`src/rtl/axi4lite_arbiter.sv`:
```
// Two-master AXI4-Lite arbiter: IFU (read-only) and LSU (read/write) share one
// crossbar port, one transaction at a time, alternating reads when both contend.
module axi4lite_arbiter #(
    parameter int ADDR_WIDTH = 32,
    parameter int DATA_WIDTH = 32
) (
    input  logic                  clk,
    input  logic                  rst,

    input  logic                  ifu_arvalid,
    input  logic [ADDR_WIDTH-1:0] ifu_araddr,
    output logic                  ifu_arready,
    output logic                  ifu_rvalid,
    output logic [DATA_WIDTH-1:0] ifu_rdata,
    output logic [1:0]            ifu_rresp,
    input  logic                  ifu_rready,

    input  logic                  lsu_arvalid,
    input  logic [ADDR_WIDTH-1:0] lsu_araddr,
    output logic                  lsu_arready,
    output logic                  lsu_rvalid,
    output logic [DATA_WIDTH-1:0] lsu_rdata,
    output logic [1:0]            lsu_rresp,
    input  logic                  lsu_rready,
    input  logic                  lsu_awvalid,
    input  logic [ADDR_WIDTH-1:0] lsu_awaddr,
    output logic                  lsu_awready,
    input  logic                  lsu_wvalid,
    input  logic [DATA_WIDTH-1:0] lsu_wdata,
    input  logic [3:0]            lsu_wstrb,
    output logic                  lsu_wready,
    output logic                  lsu_bvalid,
    output logic [1:0]            lsu_bresp,
    input  logic                  lsu_bready,

    output logic                  out_arvalid,
    output logic [ADDR_WIDTH-1:0] out_araddr,
    input  logic                  out_arready,
    input  logic                  out_rvalid,
    input  logic [DATA_WIDTH-1:0] out_rdata,
    input  logic [1:0]            out_rresp,
    output logic                  out_rready,
    output logic                  out_awvalid,
    output logic [ADDR_WIDTH-1:0] out_awaddr,
    input  logic                  out_awready,
    output logic                  out_wvalid,
    output logic [DATA_WIDTH-1:0] out_wdata,
    output logic [3:0]            out_wstrb,
    input  logic                  out_wready,
    input  logic                  out_bvalid,
    input  logic [1:0]            out_bresp,
    output logic                  out_bready
);

    // state  | meaning
    // IDLE   | no grant; arbitrate sampled requests
    // IFU_RD | IFU read granted, AR/R forwarded
    // LSU_RD | LSU read granted, AR/R forwarded
    // LSU_WR | LSU write granted, AW/W/B forwarded
    typedef enum logic [1:0] {
        IDLE   = 2'd0,
        IFU_RD = 2'd1,
        LSU_RD = 2'd2,
        LSU_WR = 2'd3
    } state_e;

    state_e state_q, state_d;
    logic   last_rd_q, last_rd_d;
    logic   ar_done_q, ar_done_d;
    logic   aw_done_q, aw_done_d;
    logic   w_done_q,  w_done_d;

    always_ff @(posedge clk or negedge rst) begin
        if (!rst) begin
            state_q   <= IDLE;
            last_rd_q <= 1'b1;
            ar_done_q <= 1'b0;
            aw_done_q <= 1'b0;
            w_done_q  <= 1'b0;
        end else begin
            state_q   <= state_d;
            last_rd_q <= last_rd_d;
            ar_done_q <= ar_done_d;
            aw_done_q <= aw_done_d;
            w_done_q  <= w_done_d;
        end
    end

    always_comb begin
        state_d     = state_q;
        last_rd_d   = last_rd_q;
        ar_done_d   = ar_done_q;
        aw_done_d   = aw_done_q;
        w_done_d    = w_done_q;

        ifu_arready = 1'b0;
        ifu_rvalid  = 1'b0;
        ifu_rdata   = '0;
        ifu_rresp   = '0;
        lsu_arready = 1'b0;
        lsu_rvalid  = 1'b0;
        lsu_rdata   = '0;
        lsu_rresp   = '0;
        lsu_awready = 1'b0;
        lsu_wready  = 1'b0;
        lsu_bvalid  = 1'b0;
        lsu_bresp   = '0;

        out_arvalid = 1'b0;
        out_araddr  = '0;
        out_rready  = 1'b0;
        out_awvalid = 1'b0;
        out_awaddr  = '0;
        out_wvalid  = 1'b0;
        out_wdata   = '0;
        out_wstrb   = '0;
        out_bready  = 1'b0;

        case (state_q)
            IDLE: begin
                // Writes win outright; contending reads go to whoever did not read last.
                if (lsu_awvalid) begin
                    state_d = LSU_WR;
                end else if (ifu_arvalid && lsu_arvalid) begin
                    state_d = last_rd_q ? IFU_RD : LSU_RD;
                end else if (ifu_arvalid) begin
                    state_d = IFU_RD;
                end else if (lsu_arvalid) begin
                    state_d = LSU_RD;
                end
            end

            IFU_RD: begin
                out_arvalid = ifu_arvalid & ~ar_done_q;
                out_araddr  = ifu_araddr;
                ifu_arready = out_arready & ~ar_done_q;
                ifu_rvalid  = out_rvalid;
                ifu_rdata   = out_rdata;
                ifu_rresp   = out_rresp;
                out_rready  = ifu_rready;
                if (ifu_arvalid && !ar_done_q && out_arready) begin
                    ar_done_d = 1'b1;
                end
                if (out_rvalid && ifu_rready) begin
                    state_d   = IDLE;
                    last_rd_d = 1'b0;
                    ar_done_d = 1'b0;
                end
            end

            LSU_RD: begin
                out_arvalid = lsu_arvalid & ~ar_done_q;
                out_araddr  = lsu_araddr;
                lsu_arready = out_arready & ~ar_done_q;
                lsu_rvalid  = out_rvalid;
                lsu_rdata   = out_rdata;
                lsu_rresp   = out_rresp;
                out_rready  = lsu_rready;
                if (lsu_arvalid && !ar_done_q && out_arready) begin
                    ar_done_d = 1'b1;
                end
                if (out_rvalid && lsu_rready) begin
                    state_d   = IDLE;
                    last_rd_d = 1'b1;
                    ar_done_d = 1'b0;
                end
            end

            LSU_WR: begin
                // AW and W complete independently, so each is masked after its own handshake.
                out_awvalid = lsu_awvalid & ~aw_done_q;
                out_awaddr  = lsu_awaddr;
                lsu_awready = out_awready & ~aw_done_q;
                out_wvalid  = lsu_wvalid & ~w_done_q;
                out_wdata   = lsu_wdata;
                out_wstrb   = lsu_wstrb;
                lsu_wready  = out_wready & ~w_done_q;
                lsu_bvalid  = out_bvalid;
                lsu_bresp   = out_bresp;
                out_bready  = lsu_bready;
                if (lsu_awvalid && !aw_done_q && out_awready) begin
                    aw_done_d = 1'b1;
                end
                if (lsu_wvalid && !w_done_q && out_wready) begin
                    w_done_d = 1'b1;
                end
                if (out_bvalid && lsu_bready) begin
                    state_d   = IDLE;
                    aw_done_d = 1'b0;
                    w_done_d  = 1'b0;
                end
            end

            default: state_d = IDLE;
        endcase
    end

endmodule

```
`config.mk`:
```
export PLATFORM = sky130hd
export DESIGN_NAME = axi4lite_arbiter
export DESIGN_NICKNAME = d
export VERILOG_FILES = /design/src/rtl/axi4lite_arbiter.sv
export SDC_FILE = /design/constraint.sdc
export NUM_CORES = 1
export LEC_CHECK = 0
export BUFFER_PORTS_ARGS = -buffer_cell sky130_fd_sc_hd__buf_2
export CORE_AREA = 2 2 143 145
export CTS_BUF_LIST = sky130_fd_sc_hd__clkbuf_2 sky130_fd_sc_hd__clkbuf_4 sky130_fd_sc_hd__clkbuf_8
export CTS_CLUSTER_SIZE = 20
export DETAILED_ROUTE_END_ITERATION = 10
export DIE_AREA = 0 0 145 147
export PLACE_DENSITY_LB_ADDON = 0.15
export SLEW_MARGIN = 5
export SYNTH_ARGS = -nofsm -noshare
export SYNTH_HDL_FRONTEND = slang
export SYNTH_SLANG_ARGS = --single-unit
```
`constraint.sdc`:
```
create_clock -name clk -period 2.4 [get_ports clk]
set_input_delay 0.48 -clock clk [delete_from_list [all_inputs] [get_ports clk]]
set_output_delay 0.48 -clock clk [all_outputs]
set_load 0.01 [all_outputs]
```
==> results of run 1 <==
[stage by stage]
stage	power, mW	cells	util (%)	setup WS [ps]
2_1_floorplan	1.77	285	-	545
3_3_place_gp	3.04	898	20.2	372
3_5_place_dp	2.97	898	20.2	360
4_1_cts	3.17	902	20.5	111
5_1_grt	3.44	903	20.5	10.8
6_report	3.14	903	20.5	112
[layout make-up]
class                   instances  area share (%)
diodes                          1          0.0614
clock buffers                   4            1.20
inverters                       5           0.460
multi-input cells             247            39.1
flip-flops and latches          6            3.71
well taps                     270            8.28
repair buffers                370            47.2
[synth_stat cells, drive strengths merged]
cell type	instances
o41ai	1
o31ai	1
clkinv	1
a21boi	3
nor4b	1
and3b	5
nand3b	2
dfrtp	5
nor3b	1
a21oi	5
dfstp	1
nand2	1
ha	5
buf	5
mux2	3
mux2i	1
inv	4
or4	1
nor3	1
a221oi	1
nand2b	2
nand3	1
a31oi	3
and2	142
clkbuf	22
a22oi	33
nor2	34
[metal layers]
metal	track usage, %	up-vias
met3	2.33	8
met4	3.17	0
li1	-	1634
met2	19.0	224
met5	0	-
met1	10.1	1395
[how the worst max path moves through the flow]
stage,end,slack [ps],cells past startpoint
floorplan,out_araddr[10],540,6
global placement,out_araddr[16],370,6
detailed placement,out_araddr[10],360,6
CTS,out_araddr[10],110,6
global route,out_araddr[27],10,6
finish,out_araddr[10],110,6
[critical path: stages, from the launching register on]
cell      delay, ps
dfrtp_1         430
inv_1           120
ha_1            290
clkinv_1        220
buf_12          250
nor2_1          120
buf_2           140
[power by group]
part | switching, mW | internal (mW) | leakage, nW
registers | 0.0460 | 0.152 | 0.0704
logic | 1.52 | 1.25 | 2.41
clock network | 0.0466 | 0.126 | 0.0262
total | 1.62 | 1.52 | 2.51
[kinds of logic after synthesis]
kind of cell,after synthesis,share of synthesized area (%)
and+or+nand+nor,191,60.7
AOI/OAI and AO/OA,47,18.2
buffers and inverters,32,6.94
DFF,6,8.15
adders and majority gates,5,3.37
muxes,4,2.56
[flip-flops by register name (all words and copies together) (netlist names)]
register,cells
w_done_q,1
ar_done_q,1
aw_done_q,1
state_q,2
last_rd_q,1
==> summary.txt, run 1 <==
Status
  – Status: completed

Synth
  – Mapped Nets: 472
  – Sequential share of the synthesized area: 8.15%
  – Largest area contributor in the netlist: and2_1
  – Mapped Cells: 285
  – Synth unique cells: 32
  – Yosys synthesis warning count: 0
  – Mapped Area: 0.00186 mm²
  – Syn Area/Cell: 6.52 µm²
  – Ranking of synthesized cells by area: and2_1, a22oi_1, nor2_1, dfrtp_1, clkbuf_1
  – FF+latch count, synth: 6
  – Post-synth top area share: 47.8%

GRT
  – First-pass GRT wire length: 16600 µm
  – Grt total ovfl: 0
  – Total global-route track usage: 9.69%
  – Pin count of the biggest net entering global routing: 47
  – Initial antenna violation count: 1
  – Vias in the first global route: 3059

Critical path
  – Worst Reg2Reg Path Length in Cells: 5
  – FF-to-FF End: state_q[1]$_DFFE_PN0P_
  – Worst setup path startpoint: state_q[0]$_DFFE_PN0P_
  – Worst setup EP type: output pin
  – Crit path launch type: flip-flop
  – WP data arrival: 1810 ps
  – Worst Path Required: 1920 ps
  – CP Max Fanout: 28
  – Reg2reg start: state_q[0]$_DFFE_PN0P_
  – Crit Path Class: flip-flop to output pin
  – Flop-to-flop setup slack: 430 ps

Floorplanning
  – Core area: 0.0198 mm²
  – Die width: 145 µm
  – Die H: 147 µm
  – Die ar.: 0.0213 mm²
  – Site Rows: 52
  – Num ports: 364
  – Initial Util: 9.36%

Worst hold path
  – HP Class: input port to async pin

Timing
  – Unrepaired setup endpoints after global routing: false
  – FMAX: 437 MHz
  – Final TNS setup: 0 ps
  – Fin crit period: 2290 ps
  – Worst-Margin Slew: 462 ps
  – Worst hold slack: 90.6 ps
  – Relative slew slack: 69.2%
  – Slew Limit Fails: 0
  – Clock Skew: 3.07 ps
  – Hold Fails Final Rpt: 0
  – Final setup fails: 0
  – Final Cycle Share: 95.3%

Route
  – Vias per cell: 3.61
  – Via Count: 3261
  – Highest routed layer: met4
  – Routed WL per cell: 12.6 µm
  – Met2 WL post-DR: 6020 µm
  – ANT nets after route: 0
  – Drt first pass iters: 4
  – Wire length on met3: 1100 µm
  – DRT Wirelength: 11300 µm
  – Residual DRC: 0
  – Starting DRT DRC Count: 109
  – DRT met1 WL: 4050 µm

Clock tree
  – Post-CTS Setup Repair Bufs: 0
  – Skew-Pair Late Insertion Delay: 220 ps
  – Clock transition at path regs: 40 ps
  – CTS tree: done
  – Cts-stage hold buffer count: 0
  – Post-cts resize count: 0
  – Sink Count: 6
  – Clk root buf: clkbuf_8
  – TritonCTS Buffers: 3
  – Max Root-Sink Buffers: 2
  – H-tree depth: 1

Cells and area
  – Final Instance Area: 0.00408 mm²
  – Share of cells above drive strength 1: 60.3%
  – Most common cell after layout, fill and taps aside: buf_2
  – Most frequent cells in the layout: buf_2, and2_1, nor2_1
  – FF+latch area: 151 µm²
  – Area of the multi-input gates: 0.00160 mm²
  – Area Growth Syn to Fin: 119%
  – NumNets Final: 820
  – Fillcell total: 2278

Power and ir drop
  – Power per Cell Area: 770 mW/mm²
  – LEAKAGE: 2.51 nW
  – Maximum VDD drop: 0.248 mV

Place
  – Detailed placer's ending HPWL: 9920 µm
  – Gpl congestion: 0.720
  – PortBufs: 363
  – Post-DP Area: 0.00401 mm²

Job
  – Max_cap viols: 0
No activity file was read; power rests on OpenSTA's default activity.
==> inputs of run 2 (changes only) <==
--- a/config.mk
+++ b/config.mk
@@ -6,12 +6,13 @@
 export NUM_CORES = 1
 export LEC_CHECK = 0
 export BUFFER_PORTS_ARGS = -buffer_cell sky130_fd_sc_hd__buf_2
-export CORE_AREA = 2 2 143 145
+export CORE_AREA = 2 2 141 143
 export CTS_BUF_LIST = sky130_fd_sc_hd__clkbuf_2 sky130_fd_sc_hd__clkbuf_4 sky130_fd_sc_hd__clkbuf_8
 export CTS_CLUSTER_SIZE = 20
 export DETAILED_ROUTE_END_ITERATION = 10
-export DIE_AREA = 0 0 145 147
+export DIE_AREA = 0 0 143 145
 export PLACE_DENSITY_LB_ADDON = 0.15
+export SETUP_SLACK_MARGIN = 0.02
 export SLEW_MARGIN = 5
 export SYNTH_ARGS = -nofsm -noshare
 export SYNTH_HDL_FRONTEND = slang
==> constraint.sdc (replaced) <==
create_clock -name clk -period 1.9 [get_ports clk]
set_input_delay 0.38 -clock clk [delete_from_list [all_inputs] [get_ports clk]]
set_output_delay 0.38 -clock clk [all_outputs]
set_load 0.01 [all_outputs]
==> run 2 against run 1 <==
Effect of this change:
- the flow now finishes with violations (setup timing)
- worst hold slack better by 300 ps
- non-clock buffer count is 23 higher
- clock skew hardly changed
- total power is 78% higher
==> summary.txt, run 2 (synthesized netlist as in run 1, its figures left out) <==
Status
  – Status: complete, but fails checks
  – Failing checks: setup timing

Clock tree
  – CTS tree: done
  – TritonCTS Buffers: 3 (unchanged)
  – H-tree depth: 1 (unchanged)
  – Clock transition at path regs: 40 ps (about the same)
  – Max Root-Sink Buffers: 2 (unchanged)
  – Clk root buf: clkbuf_8
  – Skew-Pair Late Insertion Delay: 220 ps (about the same)
  – Sink Count: 6 (unchanged)

Timing
  – Fin crit period: 1980 ps
  – Final setup fails: 54 (+54)
  – Final Cycle Share: 104%
  – Worst-Margin Slew: 389 ps (-72.7 ps)
  – Worst hold slack: 386 ps (+296 ps)
  – Unrepaired setup endpoints after global routing: true
  – Hold Fails Final Rpt: 0 (unchanged)
  – Final worst setup slack: -78.7 ps (-191 ps)
  – Slew Limit Fails: 0 (unchanged)
  – Relative slew slack: 73.7% (+4.5 points)
  – Final TNS setup: -2300 ps (-2300 ps)
  – FMAX: 505 MHz
  – Clock Skew: 2.98 ps (-0.0870 ps)

Critical path
  – Reg2reg start: state_q[1]$_DFFE_PN0P_
  – WP data arrival: 1600 ps (-210 ps)
  – Worst setup path startpoint: state_q[1]$_DFFE_PN0P_
  – Worst Path Required: 1520 ps (-400 ps)
  – CP Max Fanout: 9 (-68%)
  – Crit path launch type: flip-flop
  – Worst setup EP type: output pin
  – Crit Path Class: flip-flop to output pin

GRT
  – Initial antenna violation count: 2 (+1)
  – Pin count of the biggest net entering global routing: 78 (+66%)
  – Total global-route track usage: 10.9% (+1.2 points)
  – Grt total ovfl: 0 (unchanged)
  – First-pass GRT wire length: 17900 µm (+7.6%)
  – Vias in the first global route: 3313 (+8.3%)

Floorplanning
  – Die width: 143 µm (-1.4%)
  – Die ar.: 0.0207 mm² (-2.7%)
  – Core area: 0.0192 mm² (-3.2%)
  – Num ports: 364 (unchanged)
  – Initial Util: 9.67% (+0.31 points)
  – Die H: 145 µm (-1.4%)
  – Site Rows: 51 (-1.9%)

Route
  – Starting DRT DRC Count: 69 (-37%)
  – DRT Wirelength: 13500 µm (+19%)
  – Residual DRC: 0 (unchanged)
  – Drt first pass iters: 5 (+1)
  – ANT nets after route: 0 (unchanged)
  – Vias per cell: 3.76 (+4.1%)
  – Via Count: 3462 (+6.2%)
  – Routed WL per cell: 14.7 µm (+17%)

Power and ir drop
  – Total chip power: 5.59 mW (+78%)
  – Gate power share: 91.6% (+3.4 points)
  – Clock share of power: 3.9% (-1.6 points)
  – Reg power frac: 4.5% (-1.8 points)
  – Power per Cell Area: 1150 mW/mm² (+49%)
  – Sw Ratio: 45.5% (-5.9 points)
  – Maximum VDD drop: 0.574 mV (+130%)
  – Internal power: 3.05 mW (+100%)
  – Psw: 2.55 mW (+58%)
  – LEAKAGE: 2.79 nW (+12%)

Place
  – PortBufs: 363 (unchanged)
  – Gpl congestion: 0.730 (+1.5%)
  – Detailed placer's ending HPWL: 9960 µm (+0.36%)
  – Placement Setup Slack: 76.5 ps (-284 ps)

Cells and area
  – Fillcell total: 2159 (-5.2%)
  – Share of cells above drive strength 1: 70.8% (+11 points)
  – Area Growth Syn to Fin: 163%
  – NumNets Final: 843 (+2.8%)
  – Reg with most FFs: state_q
  – Finished Core Util: 25.4% (+4.9 points)
  – Most common cell after layout, fill and taps aside: buf_2
  – Max reg flops: 2 (unchanged)
  – Most frequent cells in the layout: buf_2, and2_1, nor2_1

Worst hold path
  – Hold Crit Start: lsu_bready
  – HP Class: input port to flip-flop

Job
  – Max_cap viols: 0 (unchanged)
-- run 2: power groups by stage --
stage | logic (mW) | registers (mW) | clock network [mW]
4_1_cts | 4.59 | 0.250 | 0.227
3_3_place_gp | 3.76 | 0.250 | 0
5_1_grt | 5.52 | 0.263 | 0.238
3_5_place_dp | 3.68 | 0.249 | 0
2_1_floorplan | 2.01 | 0.229 | 0
6_report | 5.12 | 0.254 | 0.218
-- run 2: layer usage --
layer | part of all wire (%) | vias up | GRT usage [%]
met5 | 0 | - | 0
met4 | 1.4 | 0 | 3.12
met3 | 7.2 | 12 | 1.78
met2 | 53 | 224 | 21.6
met1 | 38 | 1543 | 11.5
li1 | - | 1683 | -
-- run 2: layout make-up --
| type | count | area (µm²) | area share (%) |
|---|---|---|---|
| diodes | 1 | 2.50 | 0.0512 |
| clock buffers | 4 | 48.8 | 0.999 |
| inverters | 5 | 23.8 | 0.487 |
| multi-input cells | 247 | 1830 | 37.4 |
| flip-flops and latches | 6 | 153 | 3.12 |
| well taps | 265 | 332 | 6.79 |
| repair buffers | 393 | 2500 | 51.2 |
-- run 2: worst paths after layout --
path / end / slack, ps / cells past startpoint
worst min-delay path: w_done_q$_DFFE_PN0P_ / 390 / 2
worst max register to register: state_q[1]$_DFFE_PN0P_ / -50 / 6
worst max-delay path: out_araddr[13] / -80 / 7
max in group asynchronous: last_rd_q$_DFFE_PN1P_ / 1130 / 2
worst min register to register: w_done_q$_DFFE_PN0P_ / 550 / 2
min in group asynchronous: w_done_q$_DFFE_PN0P_ / 540 / 2
-- run 2: stage by stage --
stage	instances	area, µm²
finish	921	4890
global route	921	4890
CTS	910	4570
detailed placement	898	4070
global placement	898	4070
floorplan	285	1860
-- run 2: timing repair --
action | CTS | global route
endpoints found under the setup margin | 105 | 183
resized for setup | 74 | 26
buffers inserted | 4 | 2
pin swaps | 3 | 3
hold buffers | 1 | 0
gates cloned | 3 | 8
hold endpoints to repair | 5 | 0
-- run 2: worst max-delay path: stages, from the launching register on --
cell and delay, ps:
dfrtp_2 420, buf_6 130, ha_4 170, buf_12 150, buf_4 160, a22oi_1 160, nor2_1 50, buf_2 140
==> inputs of run 3 (changes only) <==
--- a/config.mk
+++ b/config.mk
@@ -6,11 +6,13 @@
 export NUM_CORES = 1
 export LEC_CHECK = 0
 export BUFFER_PORTS_ARGS = -buffer_cell sky130_fd_sc_hd__buf_2
-export CORE_AREA = 2 2 141 143
+export CELL_PAD_IN_SITES_DETAIL_PLACEMENT = 0
+export CELL_PAD_IN_SITES_GLOBAL_PLACEMENT = 1
+export CORE_AREA = 2 2 139 141
 export CTS_BUF_LIST = sky130_fd_sc_hd__clkbuf_2 sky130_fd_sc_hd__clkbuf_4 sky130_fd_sc_hd__clkbuf_8
 export CTS_CLUSTER_SIZE = 20
 export DETAILED_ROUTE_END_ITERATION = 10
-export DIE_AREA = 0 0 143 145
+export DIE_AREA = 0 0 141 143
 export PLACE_DENSITY_LB_ADDON = 0.15
 export SETUP_SLACK_MARGIN = 0.02
 export SLEW_MARGIN = 5
==> run 3 against run 2 <==
Effect of this change:
- the run still ends with setup timing left
- critical path depth unchanged
- wire length down 3.4%
- clock-buffer cell count unchanged
- clock power up 4%
- critical endpoint is now out_araddr[22]
- cell count down 2.9%
- non-clock buffer count up 5
==> summary.txt, run 3 (synthesized netlist as in run 1, its figures left out) <==
Status
  – Status: complete, but fails checks
  – Failing checks: setup timing

Clock tree
  – Max Root-Sink Buffers: 2 (unchanged)
  – Skew-Pair Late Insertion Delay: 230 ps (about the same)
  – H-tree depth: 1 (unchanged)
  – Sink Count: 6 (unchanged)
  – Clk root buf: clkbuf_8
  – CTS tree: done
  – TritonCTS Buffers: 3 (unchanged)
  – Clock transition at path regs: 40 ps (about the same)

Route
  – Via Count: 3459 (-0.087%)
  – Routed WL per cell: 14.6 µm (-0.46%)
  – DRT Wirelength: 13100 µm (-3.4%)
  – Drt first pass iters: 4 (-1)
  – Vias per cell: 3.87 (+2.9%)
  – ANT nets after route: 0 (unchanged)
  – Residual DRC: 0 (unchanged)
  – Starting DRT DRC Count: 67 (-2.9%)

Cells and area
  – Most frequent cells in the layout: buf_2, and2_1, nor2_1
  – Most common cell after layout, fill and taps aside: buf_2
  – Fillcell total: 2074 (-3.9%)
  – Area Growth Syn to Fin: 151%
  – Final Instance Area: 0.00467 mm² (-4.4%)
  – FF+latch area: 154 µm² (+0.82%)
  – Max reg flops: 2 (unchanged)
  – Share of cells above drive strength 1: 66.4% (-4.5 points)
  – Area of the multi-input gates: 0.00173 mm² (-5.4%)
  – NumNets Final: 848 (+0.59%)
  – Diode count: 0 (-1)
  – Reg with most FFs: state_q

Critical path
  – Cell repeated most along the worst path: buf_12
  – Worst Path Required: 1520 ps (about the same)
  – Crit-path slowest cell: dfrtp_2
  – Crit path cell chain: inv_2 > ha_4 > buf_12 > buf_12 > a22oi_1 > nor2_2 > buf_2
  – CP Max Fanout: 10 (+1)
  – Crit Path Class: flip-flop to output pin
  – Crit path launch type: flip-flop
  – Worst setup EP type: output pin
  – WP data arrival: 1580 ps (-20 ps)
  – CP max stage delay: 420 ps (about the same)

Worst hold path
  – HP Class: input port to flip-flop

GRT
  – Met3 global-route usage: 1.91% (+0.13 points)
  – Met1 GRT Util: 10.0% (-1.5 points)
  – Vias in the first global route: 3196 (-3.5%)
  – Initial antenna violation count: 1 (-1)
  – First-pass GRT wire length: 16400 µm (-8.3%)
  – Met2 usage: 21.6% (-0.035 points)
  – Grt total ovfl: 0 (unchanged)
  – Pin count of the biggest net entering global routing: 39 (-50%)
  – Total global-route track usage: 10.3% (-0.59 points)
  – Most Used Layer, Global Route: met2

Power and ir drop
  – Maximum VDD drop: 0.309 mV (-46%)
  – Sw Ratio: 47.3% (+1.8 points)
  – Gate power share: 90.6% (-1.0 points)
  – Power per Cell Area: 1130 mW/mm² (-1.7%)
  – LEAKAGE: 2.76 nW (-1.3%)
  – Total chip power: 5.26 mW (-6.1%)
  – Clock share of power: 4.3% (+0.4 points)
  – Reg power frac: 5.1% (+0.6 points)
  – Internal power: 2.77 mW (-9.1%)
  – Psw: 2.49 mW (-2.4%)

Timing
  – Hold Fails Final Rpt: 0 (unchanged)
  – Unrepaired setup endpoints after global routing: true
  – Final setup fails: 122 (+130%)
  – FMAX: 509 MHz (+0.74%)
  – Fin crit period: 1960 ps (-14.5 ps)
  – Worst-Margin Slew: 422 ps (+32.9 ps)
  – Clock Skew: 4.78 ps (+1.80 ps)
  – Final Cycle Share: 103% (-0.76 points)
  – Slew Limit Fails: 0 (unchanged)
  – Final worst setup slack: -64.2 ps (+14.5 ps)
  – Relative slew slack: 71.5% (-2.2 points)

Floorplanning
  – Initial Util: 10.0% (+0.33 points)
  – Die ar.: 0.0202 mm² (-2.8%)
  – Core area: 0.0186 mm² (-3.3%)
  – Num ports: 364 (unchanged)
  – Die width: 141 µm (-1.4%)
  – Site Rows: 50 (-2.0%)
  – Die H: 143 µm (-1.4%)

Place
  – Detailed placer's ending HPWL: 9600 µm (-3.6%)
  – PortBufs: 363 (unchanged)
  – Post-DP Area: 0.00404 mm² (-0.77%)
  – Gpl congestion: 0.805 (+10%)
  – Placement Setup Slack: 28.2 ps (-48.3 ps)

Job
  – Max_cap viols: 0 (unchanged)
==> run 3: cell types whose count changed in the layout (fill, tap and decap cells not counted), sizes merged <==
cell and change:
diode -1, inv +1, clkinv -1, buf +5
==> run 3: metrics by stage <==
| step | util, % | hold slack, ps | instances | setup TNS [ps] |
|---|---|---|---|---|
| floorplan | - | 84.4 | 285 | 0 |
| CTS | 23.3 | 386 | 880 | -1440 |
| detailed placement | 21.7 | 229 | 868 | 0 |
| global route | 25.1 | 407 | 894 | -13880 |
| finish | 25.1 | 388 | 894 | -3030 |
| global placement | 21.7 | 228 | 868 | 0 |
==> run 3: final cells by class <==
class	instances	area share, %
multi-input combinational	247	37.0
inverter	5	0.455
timing repair buffer	398	51.9
sequential	6	3.29
clock buffer	4	1.04
tap	234	6.27
==> run 3: power by group through the flow <==
stage	combinational [mW]	sequential, mW	clock [mW]
2_1_floorplan	2.01	0.229	0
3_3_place_gp	3.68	0.246	0
3_5_place_dp	3.65	0.247	0
4_1_cts	4.06	0.262	0.233
5_1_grt	5.18	0.279	0.245
6_report	4.76	0.268	0.226
==> run 3: metal layers <==
| layer | up-vias | routed length (µm) |
|---|---|---|
| li1 | 1693 | - |
| met1 | 1528 | 4750 |
| met2 | 219 | 7140 |
| met3 | 17 | 894 |
| met4 | 2 | 294 |
| met5 | - | 7 |
==> run 3: repair_timing <==
item / 4_1_cts / 5_1_grt
gates resized for setup: 25 / 30
pin swaps: 1 / 2
setup endpoints to repair: 101 / 181
buffers inserted: 4 / 5
hold buffers: 1 / 0
hold endpoints to repair: 5 / 0
gates cloned: 3 / 9
==> run 3: worst max-delay path: cells and delay by family (launching register included) <==
| family | cells | cell delay (ps) |
|---|---|---|
| AOI/OAI and AO/OA | 1 | 190 |
| and+or+nand+nor | 1 | 50 |
| adders and majority gates | 1 | 190 |
| buffers and inverters | 4 | 520 |
| DFF | 1 | 420 |
==> run 3: final timing paths <==
| kind | from | endpoint | slack, ps | cells past startpoint |
|---|---|---|---|---|
| worst min register to register | last_rd_q$_DFFE_PN1P_ | last_rd_q$_DFFE_PN1P_ | 540 | 2 |
| worst max-delay path | state_q[1]$_DFFE_PN0P_ | out_araddr[22] | -60 | 7 |
| max in group asynchronous | rst | last_rd_q$_DFFE_PN1P_ | 1130 | 2 |
| worst min-delay path | lsu_bready | aw_done_q$_DFFE_PN0P_ | 390 | 2 |
| min in group asynchronous | rst | aw_done_q$_DFFE_PN0P_ | 530 | 2 |
| worst max register to register | state_q[1]$_DFFE_PN0P_ | state_q[1]$_DFFE_PN0P_ | -30 | 6 |
